## src/rtl/morse_tx.sv

```systemverilog
// Morse transmitter: takes one encoded character per valid/ready handshake
// and keys key_out with standard dot/dash/gap timing measured in clk50 cycles.
module morse_tx #(
  parameter int UNIT_CYCLES = 12_500_000
) (
  input  logic       clk50,
  input  logic       rst_n,
  input  logic       in_valid,
  output logic       in_ready,
  input  logic [2:0] in_len,
  input  logic [4:0] in_code,
  output logic       key_out,
  output logic       busy,
  output logic       char_done
);

  // Cycle counter width; a one-cycle unit still needs a 1-bit counter.
  localparam int CW = (UNIT_CYCLES > 1) ? $clog2(UNIT_CYCLES) : 1;
  localparam logic [CW-1:0] CYC_LAST = CW'(UNIT_CYCLES - 1);

  typedef enum logic [1:0] {IDLE, MARK, GAP, TAIL} state_t;

  state_t          state_reg, state_next;
  logic [CW-1:0]   cyc_reg, cyc_next;
  logic [1:0]      unit_reg, unit_next;
  logic [1:0]      last_unit_reg, last_unit_next;  // units in this state, minus one
  logic [2:0]      idx_reg, idx_next;
  logic [2:0]      len_reg, len_next;
  logic [4:0]      code_reg, code_next;
  logic            key_out_reg, in_ready_reg, busy_reg, char_done_reg;
  logic            accept, state_end;

  // Last unit index of a mark: dash lasts 3 units, dot lasts 1.
  function automatic logic [1:0] mark_last(input logic [4:0] code, input logic [2:0] idx);
    logic is_dash;
    case (idx)
      3'd0:    is_dash = code[0];
      3'd1:    is_dash = code[1];
      3'd2:    is_dash = code[2];
      3'd3:    is_dash = code[3];
      3'd4:    is_dash = code[4];
      default: is_dash = 1'b0;
    endcase
    return is_dash ? 2'd2 : 2'd0;
  endfunction

  // Next-state, counter and latched-character logic.
  always_comb begin
    state_next     = state_reg;
    cyc_next       = cyc_reg;
    unit_next      = unit_reg;
    last_unit_next = last_unit_reg;
    idx_next       = idx_reg;
    len_next       = len_reg;
    code_next      = code_reg;

    accept    = in_valid && in_ready_reg;
    state_end = (cyc_reg == CYC_LAST) && (unit_reg == last_unit_reg);

    case (state_reg)
      IDLE: begin
        cyc_next  = '0;
        unit_next = 2'd0;
        if (accept) begin
          code_next = in_code;
          len_next  = (in_len > 3'd5) ? 3'd5 : in_len;
          idx_next  = 3'd0;
          if (in_len == 3'd0) begin
            state_next     = TAIL;
            last_unit_next = 2'd3;
          end else begin
            state_next     = MARK;
            last_unit_next = mark_last(in_code, 3'd0);
          end
        end
      end
      default: begin
        if (cyc_reg == CYC_LAST) begin
          cyc_next  = '0;
          unit_next = unit_reg + 2'd1;
        end else begin
          cyc_next = cyc_reg + CW'(1);
        end
        // Every state entry restarts both counters so durations are exact.
        if (state_end) begin
          cyc_next  = '0;
          unit_next = 2'd0;
          case (state_reg)
            MARK: begin
              if (idx_reg == 3'(len_reg - 3'd1)) begin
                state_next     = TAIL;
                last_unit_next = 2'd2;
              end else begin
                state_next     = GAP;
                last_unit_next = 2'd0;
              end
            end
            GAP: begin
              idx_next       = 3'(idx_reg + 3'd1);
              state_next     = MARK;
              last_unit_next = mark_last(code_reg, 3'(idx_reg + 3'd1));
            end
            default: state_next = IDLE;
          endcase
        end
      end
    endcase
  end

  // State, counters and registered outputs decoded from the next state.
  always_ff @(posedge clk50) begin
    if (!rst_n) begin
      state_reg     <= IDLE;
      cyc_reg       <= '0;
      unit_reg      <= 2'd0;
      last_unit_reg <= 2'd0;
      idx_reg       <= 3'd0;
      len_reg       <= 3'd0;
      code_reg      <= 5'd0;
      key_out_reg   <= 1'b0;
      in_ready_reg  <= 1'b1;
      busy_reg      <= 1'b0;
      char_done_reg <= 1'b0;
    end else begin
      state_reg     <= state_next;
      cyc_reg       <= cyc_next;
      unit_reg      <= unit_next;
      last_unit_reg <= last_unit_next;
      idx_reg       <= idx_next;
      len_reg       <= len_next;
      code_reg      <= code_next;
      key_out_reg   <= (state_next == MARK);
      in_ready_reg  <= (state_next == IDLE);
      busy_reg      <= (state_next != IDLE);
      char_done_reg <= (state_next == TAIL) && (cyc_next == CYC_LAST) &&
                       (unit_next == last_unit_next);
    end
  end

  assign key_out   = key_out_reg;
  assign in_ready  = in_ready_reg;
  assign busy      = busy_reg;
  assign char_done = char_done_reg;

endmodule

```

## config.mk

```make
export PLATFORM = sky130hd
export DESIGN_NAME = morse_tx
export DESIGN_NICKNAME = d
export VERILOG_FILES = /design/src/rtl/morse_tx.sv
export SDC_FILE = /design/constraint.sdc
export NUM_CORES = 1
export LEC_CHECK = 0
export CORE_MARGIN = 4
export CORE_UTILIZATION = 55
export CTS_CLUSTER_SIZE = 20
export DETAILED_ROUTE_END_ITERATION = 10
export HOLD_SLACK_MARGIN = 0.15
export PLACE_DENSITY_LB_ADDON = 0.25
export REMOVE_ABC_BUFFERS = 1
export SYNTH_ARGS = -nofsm -noshare
export SYNTH_HDL_FRONTEND = slang
export SYNTH_SLANG_ARGS = --single-unit
```

## constraint.sdc

```tcl
create_clock -name clk50 -period 2.99 [get_ports clk50]
set_input_delay 0.299 -clock clk50 [delete_from_list [all_inputs] [get_ports clk50]]
set_output_delay 0.299 -clock clk50 [all_outputs]
set_load 0.02 [all_outputs]
```

==> impl_metrics.yaml <==
timing:
  tns_ps: 0
  max_slew.worst_pin.slew_ps: 626
  hold_viol: 0
  drv_slew: 0
  finalCritPeriodShare_pct: 81.3
  worst_slew_margin_rel_pct: 57.9
  min_period_ps: 2430
  setup-violations-final: 0
  fin_skew_ps: 3.14
  hold_ws_ps: 462
  rsz0062_at_grt: "no"
  maxClockFrequency_mhz: 411
synthesis:
  post_synth_num_cell_types: 59
  synth.yosys.seq_area_share_pct: 34.8
  total_standard_cell_area_after_synthesis_um2: 2590
  synth_largest_area_cell: "sky130_fd_sc_hd__dfxtp_1"
  synth-seq-cells: 45
  synth_top_flop_cell: "sky130_fd_sc_hd__dfxtp_1"
  synth_instances: 307
  avgSynthCellArea_um2: 8.43
  synth_edf_count: 0
  synth-async-reset-ratio_pct: 0
  synth_largest_type_area_fraction_pct: 34.8
  synth-warning-count: 0
  yosys-top-cells-area: "sky130_fd_sc_hd__dfxtp_1 (35%), sky130_fd_sc_hd__xor2_1 (6.4%), sky130_fd_sc_hd__ha_1 (6.3%), sky130_fd_sc_hd__nor2_1 (5.2%), sky130_fd_sc_hd__xnor2_1 (4.7%)"
detailed_routing:
  final_antenna_net_count: 0
  drt_iter0_drc: 146
  drt_pass1_iterations: 5
  dr_total_vias: 2210
  finalWirelength_mm: 5.55
  wire_per_inst_um: 14.8
  drc: 0
  vias_per_cell: 5.89
placed_design:
  routabilityCongestion: 0.898
  port_buffers: 14
  detailed_place_hpwl_mm: 4.14
clock_tree:
  cts.sink_count: 45
  cts.clk_slew.worst_paths_ps: 80
  clk_latency_ps: 290
  number_of_buffers_added_by_the_clock_tree_synthesis_step: 5
  clock_tree_from_tritoncts: "built"
  cts_setup_buffers: 0
  cts-hold-fix-buffers: 0
  clock_tree_buffer_depth: 2
  cts_resized: 0
  cts_root_buf: "sky130_fd_sc_hd__clkbuf_8"
  htree_num_levels: 2
worst_setup_path:
  crit_type: "register to register"
  critPathRequiredTime_ps: 3210
  worst_ep_arrival_time_ps: 2650
  worstSetupStartpointType: "register"
  worst_path_largest_cell_delay_ps: 420
  worstPathMaxFanout: 11
  setup.worst_path.end_class: "register"
  crit_slowest_cell: "sky130_fd_sc_hd__dfxtp_1"
  cell_by_cell_trace_of_the_critical_path: "inv_1 -> ha_1 -> buf_4 -> nor3_1 -> and3_1 -> o2111ai_1 -> nor4_1 -> nand4_1 -> nor4_2"
global_routing:
  globalRouteTotalUtil_pct: 19.9
  largest_net_degree_at_the_start_of_global_routing: 19
  via_count_of_the_first_global_routing_pass: 2060
  number_of_antenna_violations_at_the_first_check_in_global_routing: 0
  gr-total-overflow: 0
  grt_pass1_wl_mm: 9.63
final_layout:
  largest_register_ff_count: 24
  syn_to_layout_area_delta_pct: 10.2
  drive_above_1_share_pct: 8.05
  num-nets-final: 346
  nFillCells: 409
  antenna-diode-count: 0
  final_common_cell: "sky130_fd_sc_hd__dfxtp_1"
  most-common-layout-cells: "sky130_fd_sc_hd__dfxtp_1 (45), sky130_fd_sc_hd__nor2_1 (36), sky130_fd_sc_hd__nand2_1 (31), sky130_fd_sc_hd__xor2_1 (19)"
floorplanning:
  die_height_um: 76.6
  die_width_um: 76.6
  fp.dieArea_um2: 5870
  initial_utilization_pct: 58.2
  placeableCoreArea_um2: 4440
  placement_rows: 24
  number_of_top_level_pins: 15
run_status:
  status: "completed"
power:
  p_per_area_nw_per_um2: 537
  p_leak_nw: 1.05
  ir_drop_mv: 0.561
  power_mw: 1.53
run:
  drv.max_cap_violation_count: 0
worst_hold_path:
  hold_path.class: "register to register"
## synth_stat cells (all sizes together), types with 4 or more instances
cell type	count
ha	13
xor2	19
buf	6
dfxtp	45
nor3	11
nand2	31
o21ai	8
clkbuf	4
nor3b	5
nand3	14
inv	12
nand4	9
and3	10
a31oi	5
nor4	7
xnor2	14
and4	4
nor2	38
a21oi	13
## logic make-up after synthesis
family | after synthesis | share of synthesized area, %
flip-flops | 45 | 34.8
AO/OA/AOI/OAI | 44 | 11.5
XOR/XNOR | 33 | 11.2
multiplexers | 4 | 1.79
buffers and inverters | 23 | 4.11
AND/OR/NAND/NOR | 145 | 30.4
adder cells (fa/ha/maj) | 13 | 6.28
## report_power, final
part | total, mW | leakage [nW] | internal [mW] | switching [mW]
clock | 0.365 | 0.0439 | 0.161 | 0.204
combinational | 0.456 | 0.644 | 0.177 | 0.279
sequential | 0.709 | 0.365 | 0.658 | 0.0512
total | 1.53 | 1.05 | 0.996 | 0.535
## area by class of cell
class                   count  area (um2)  area share, %
multi-input cells         239        1580           55.4
flip-flops and latches     45         901           31.6
repair buffers             18         170           5.96
clock buffers               5        68.8           2.41
well taps                  52        65.1           2.28
inverters                  13        48.8           1.71
clock inverters             3        17.5          0.614
## routing by layer
metal | track usage [%] | vias to the layer above | part of all wire [%]
met5 | 0 | - | 0
met4 | 5.98 | 0 | 1.3
met3 | 3.66 | 7 | 5.1
met2 | 29.2 | 62 | 42
met1 | 29.4 | 1033 | 52
li1 | - | 1108 | -
## path summary, 6_finish.rpt
path                 from           to  slack (ps)  depth (start not counted)
min reg2reg   code_reg[0]  code_reg[0]         460                          2
max reg2reg  state_reg[1]    char_done         560                          9
min           code_reg[0]  code_reg[0]         460                          2
max          state_reg[1]    char_done         560                          9
## critical path, delay by kind of cell (launching register included)
kind	cells	cell delay [ps]
flip-flops	1	420
buffers and inverters	2	340
AND/OR/NAND/NOR	5	1130
adder cells (fa/ha/maj)	1	350
AO/OA/AOI/OAI	1	100
## metrics by stage
stage                     cell area [um2]  utilization [%]  worst slack (ps)  instances
after CTS                            2850             64.2               538        375
after global placement               2770             62.2               649        367
after floorplan                      2530                -               887        297
after detailed placement             2770             62.2               569        367
final                                2850             64.2               558        375
after global routing                 2850             64.2               274        375
Power figures use the tool's default switching activity.
==> RTL change 1, RTL diff (config.mk and constraints unchanged) <==
Encoding of `state_t`: now Gray code (2 bits for 4 states).
--- a/src/rtl/morse_tx.sv
+++ b/src/rtl/morse_tx.sv
@@ -18,7 +18,7 @@
   localparam int CW = (UNIT_CYCLES > 1) ? $clog2(UNIT_CYCLES) : 1;
   localparam logic [CW-1:0] CYC_LAST = CW'(UNIT_CYCLES - 1);
 
-  typedef enum logic [1:0] {IDLE, MARK, GAP, TAIL} state_t;
+  typedef enum logic [1:0] {IDLE = 2'b00, MARK = 2'b01, GAP = 2'b11, TAIL = 2'b10} state_t;
 
   state_t          state_reg, state_next;
   logic [CW-1:0]   cyc_reg, cyc_next;
Function: same outputs for any inputs over 10 cycles, from zero or initial values and one cycle with rst_n low; not proved beyond that.
==> RTL change 1 against the unedited design <==
Worst setup slack lost 0.067 ns. Total power shrank 13%. Global-route usage fell by 0.10 points. Sequential cell count did not move. Area after synthesis down 6.8%. Highest routed layer unchanged. Wire length fell by 13%. Design area shrank 6.9%. Non-clock buffer count down 3. Critical endpoint unchanged.
==> RTL change 1: results <==
[global_route]
globalRouteTotalUtil = 0.1980
grt_max_degree = 23
grt_pass1_wl_um = 8521
antenna_found_initial = 0

[power_and_ir_drop]
total_leakage_power_nw = 0.9180
peakVddDrop_uv = 320.5
power.switching_mw = 0.3986

[run_status]
outcome = finished clean

[critical_path]
worstPathArrival_ns = 2.74
crit_fanout = 6
path_delay_family = simple AND/OR/NAND/NOR gates
cpMaxStageDelayCell = dfxtp_1

[layout]
diodes = 0
final_nets = 325
largest_register_ffs = 24
drive_gt1_frac = 0.08251

[clocking]
cts_setup_buffers = 0
cts_root_buffer = clkbuf_8
cts_resized = 0
clock_path_buffers = 2
insertion_delay_ns = 0.30
clkSlewWorstSetupHoldPaths_ns = 0.08

[synth]
async_reset_ff_frac = 0
ys_seq_area_frac = 0.3733
yosys_warnings = 0
synth_common_cells = 45 x dfxtp_1, 42 x nor2_1, 30 x nand2_1
ys_types = 42
synth_area_leaders = dfxtp_1 37%, nor2_1 6.5%, ha_1 6.2%

[sta]
final.setup.tns_ns = 0
finClkSkew_ns = 0.007599
tightest_slew_ns = 0.4259

[placed_design]
portBuffers = 14
place_area_um2 = 2574
place_ws_ns = 0.5144
gp_congestion = 0.8521
hpwlAfterDp_um = 3588

[min_path]
hp-class = reg -> reg

[detailed_routing]
first_iter_violations = 98
vias = 1994
wl_per_cell_um = 13.74
drt-pass1-iter-count = 4
## RTL change 1: cell types whose count changed in the layout (fill, tap and decap cells not counted), moves of 4 or more
cell     before  now
and3_1       10    4
nor3b_1       5    0
a21oi_1      12   17
nor2_1       36   42
and4_1        4    0
a31oi_1       5    1
## RTL change 1: cell families (layout without fill, tap and decap cells)
group,count (synthesis),count (layout),share of synthesized area
xor gates and xnor gates,31,31,0.1125
DFF,45,45,0.3732
and+or+nand+nor,136,136,0.2893
AOI/OAI and AO/OA,41,41,0.1068
muxes,4,4,0.01814
buffers and inverters,20,34,0.03784
adders and majority gates,12,12,0.06221
## RTL change 1: worst paths after layout
path                                            endpoint  slack, ns  cells after the start                startpoint
worst max register to register      char_done$_SDFF_PN0_       0.49                      8     cyc_reg[0]$_SDFF_PN0_
worst min register to register  code_reg[1]$_SDFFE_PN0P_       0.46                      2  code_reg[1]$_SDFFE_PN0P_
worst max-delay path                char_done$_SDFF_PN0_       0.49                      8     cyc_reg[0]$_SDFF_PN0_
worst min-delay path            code_reg[1]$_SDFFE_PN0P_       0.46                      2  code_reg[1]$_SDFFE_PN0P_
## RTL change 1: area by class of cell
cell class / count / area (um2)
fillers: 386 / 1459
inverters: 11 / 41.29
clock inverters: 2 / 10.01
clock buffers: 6 / 72.57
flip-flops and latches: 45 / 900.9
well taps: 50 / 62.56
repair buffers: 15 / 147.6
multi-input cells: 224 / 1421
## RTL change 1: power by group through the flow
stage | Clock (mW) | Combinational, mW | Sequential, mW
final | 0.361 | 0.299 | 0.668
after floorplan | 0 | 0.184 | 0.691
after CTS | 0.370 | 0.301 | 0.668
after global placement | 0 | 0.295 | 0.679
after detailed placement | 0 | 0.296 | 0.682
after global routing | 0.398 | 0.330 | 0.672
## RTL change 1: layer usage
layer  up-vias  part of all wire  track usage
met5         -                 0            0
met4         0             0.013      0.06522
met3         7             0.033      0.04054
met2        26              0.52       0.3720
met1       953              0.44       0.2215
li1       1008                 -            -
## RTL change 1: metrics by stage
step	utilization	instances	hold slack [ns]
after global placement	0.6254	345	0.4427
after CTS	0.6455	353	0.4637
after detailed placement	0.6254	345	0.4512
after floorplan	-	280	0.4207
final	0.6455	353	0.4598
after global routing	0.6455	353	0.4854
## RTL change 1: worst register-to-register path: stages (launching register included)
cell     delay (ns)
dfxtp_1        0.41
ha_1           0.27
nand4_1        0.26
or2_2          0.40
nor3_2         0.29
nand2_1        0.15
mux2_2         0.30
nor4_1         0.21
and3_1         0.17
==> RTL change 2, RTL diff (config.mk and constraints unchanged) <==
Made on the original files. The parameter `UNIT_CYCLES` goes from 12_500_000 to 3_125_000.
--- a/src/rtl/morse_tx.sv
+++ b/src/rtl/morse_tx.sv
@@ -1,7 +1,7 @@
 // Morse transmitter: takes one encoded character per valid/ready handshake
 // and keys key_out with standard dot/dash/gap timing measured in clk50 cycles.
 module morse_tx #(
-  parameter int UNIT_CYCLES = 12_500_000
+  parameter int UNIT_CYCLES = 3_125_000
 ) (
   input  logic       clk50,
   input  logic       rst_n,
Check against the original RTL: same outputs for any inputs over 10 cycles, from zero or initial values and one cycle with rst_n low; that may be too few to reach the edited logic, so the function may still have changed.
==> RTL change 2 against the unedited design <==
Non-clock buffer count down 2. Count of clock-buffer cells in the layout is 1 higher. Critical endpoint unchanged. Sequential cell count is 2 lower. Design area shrank 6.3%. Fmax down 8.6%. Sequential share of layout area grew 0.63 points. Wire length shrank 11%. Critical path type unchanged. Area after synthesis decreased by 8.6%. Largest cell class unchanged. Worst setup slack lost 0.23 ns.
Power is not compared: it rests on default switching activity, and its combinational part moved more than twofold at a synthesized area within 25%.
==> RTL change 2: results <==
[clocking]
clkSlewWorstSetupHoldPaths_ns = 0.08
cts_setup_buffers = 0

[placed_design]
hpwlAfterDp_um = 3553
gp_congestion = 0.7944
place_ws_ns = 0.3760
place_area_um2 = 2540
dp_cells = 338

[critical_path]
cpMaxStageDelayCell = or4b_1
startpoint = cyc_reg[11]$_SDFF_PN0_
crit_fanout = 7
worstPathArrival_ns = 2.87
max_stage_delay_ns = 0.63
r2r_end = char_done$_SDFF_PN0_
rrSetupSlack_ns = 0.33
reg2reg_depth = 7

[layout]
postLayoutCellArea_um2 = 2673
largest_register_ffs = 22
nFillCells = 360
drive_gt1_frac = 0.05743
instances_no_fill = 346
final_nets = 319

[sta]
whs_ns = 0.4718
finClkSkew_ns = 0.003739
min_period_ns = 2.660
slew_headroom = 0.6082

[run_status]
outcome = finished clean

[global_route]
grt_use_met1 = 0.2756
grt_pass1_wl_um = 8611
globalRouteTotalUtil = 0.2053
grt_max_degree = 23
grt_use_met3 = 0.04378
met2_usage = 0.3258

[synth]
synth_adder_area_share = 0.06875
ys_seq_area_frac = 0.3638
synth.area.mux_share = 0.01692
synth_area_leaders = dfxtp_1 36%, ha_1 6.9%, xnor2_1 6.7%
ys_types = 52
synth_common_cells = 43 x dfxtp_1, 37 x nor2_1, 26 x nand2_1
synthesis.area_per_instance_um2 = 8.331
synth_compound_gate_area_share = 0.1089
synth_xor_area_frac = 0.1036

[detailed_routing]
vias = 1948
dr_wl_met3_um = 263
wl_um = 4928
first_iter_violations = 138
drt-pass1-iter-count = 4
wl_met1_um = 2368
wl_met2_um = 2206

[power_and_ir_drop]
total_power_mw = 1.298

[min_path]
min_from = len_reg[1]$_SDFFE_PN0P_
RTL change 2: cell types whose count changed in the layout (fill, tap and decap cells not counted), moves of 3 or more:
cell	unedited run	this run
or3_1	2	5
xor2_1	19	10
a211oi_1	3	0
nand2_1	31	26
a21oi_1	12	5
nor3b_1	5	2
and4_1	4	1
xnor2_1	14	18
and2_1	1	4
a31oi_1	5	1
and3_1	10	2
a21boi_0	0	7
RTL change 2: worst min path at each step:
stage | cells past startpoint | end
floorplan | 1 | idx_reg[1]$_SDFFE_PN0P_
global placement | 2 | code_reg[0]$_SDFFE_PN0P_
global route | 2 | code_reg[4]$_SDFFE_PN0P_
finish | 2 | len_reg[1]$_SDFFE_PN0P_
detailed placement | 2 | code_reg[4]$_SDFFE_PN0P_
CTS | 2 | len_reg[1]$_SDFFE_PN0P_
RTL change 2: layout make-up:
class                      instances  area share
clock buffer                       6     0.02715
clock inverter                     2     0.02247
inverter                          14     0.01966
multi-input combinational        215      0.5272
sequential                        43      0.3221
tap                               50     0.02341
timing repair buffer              16     0.05805
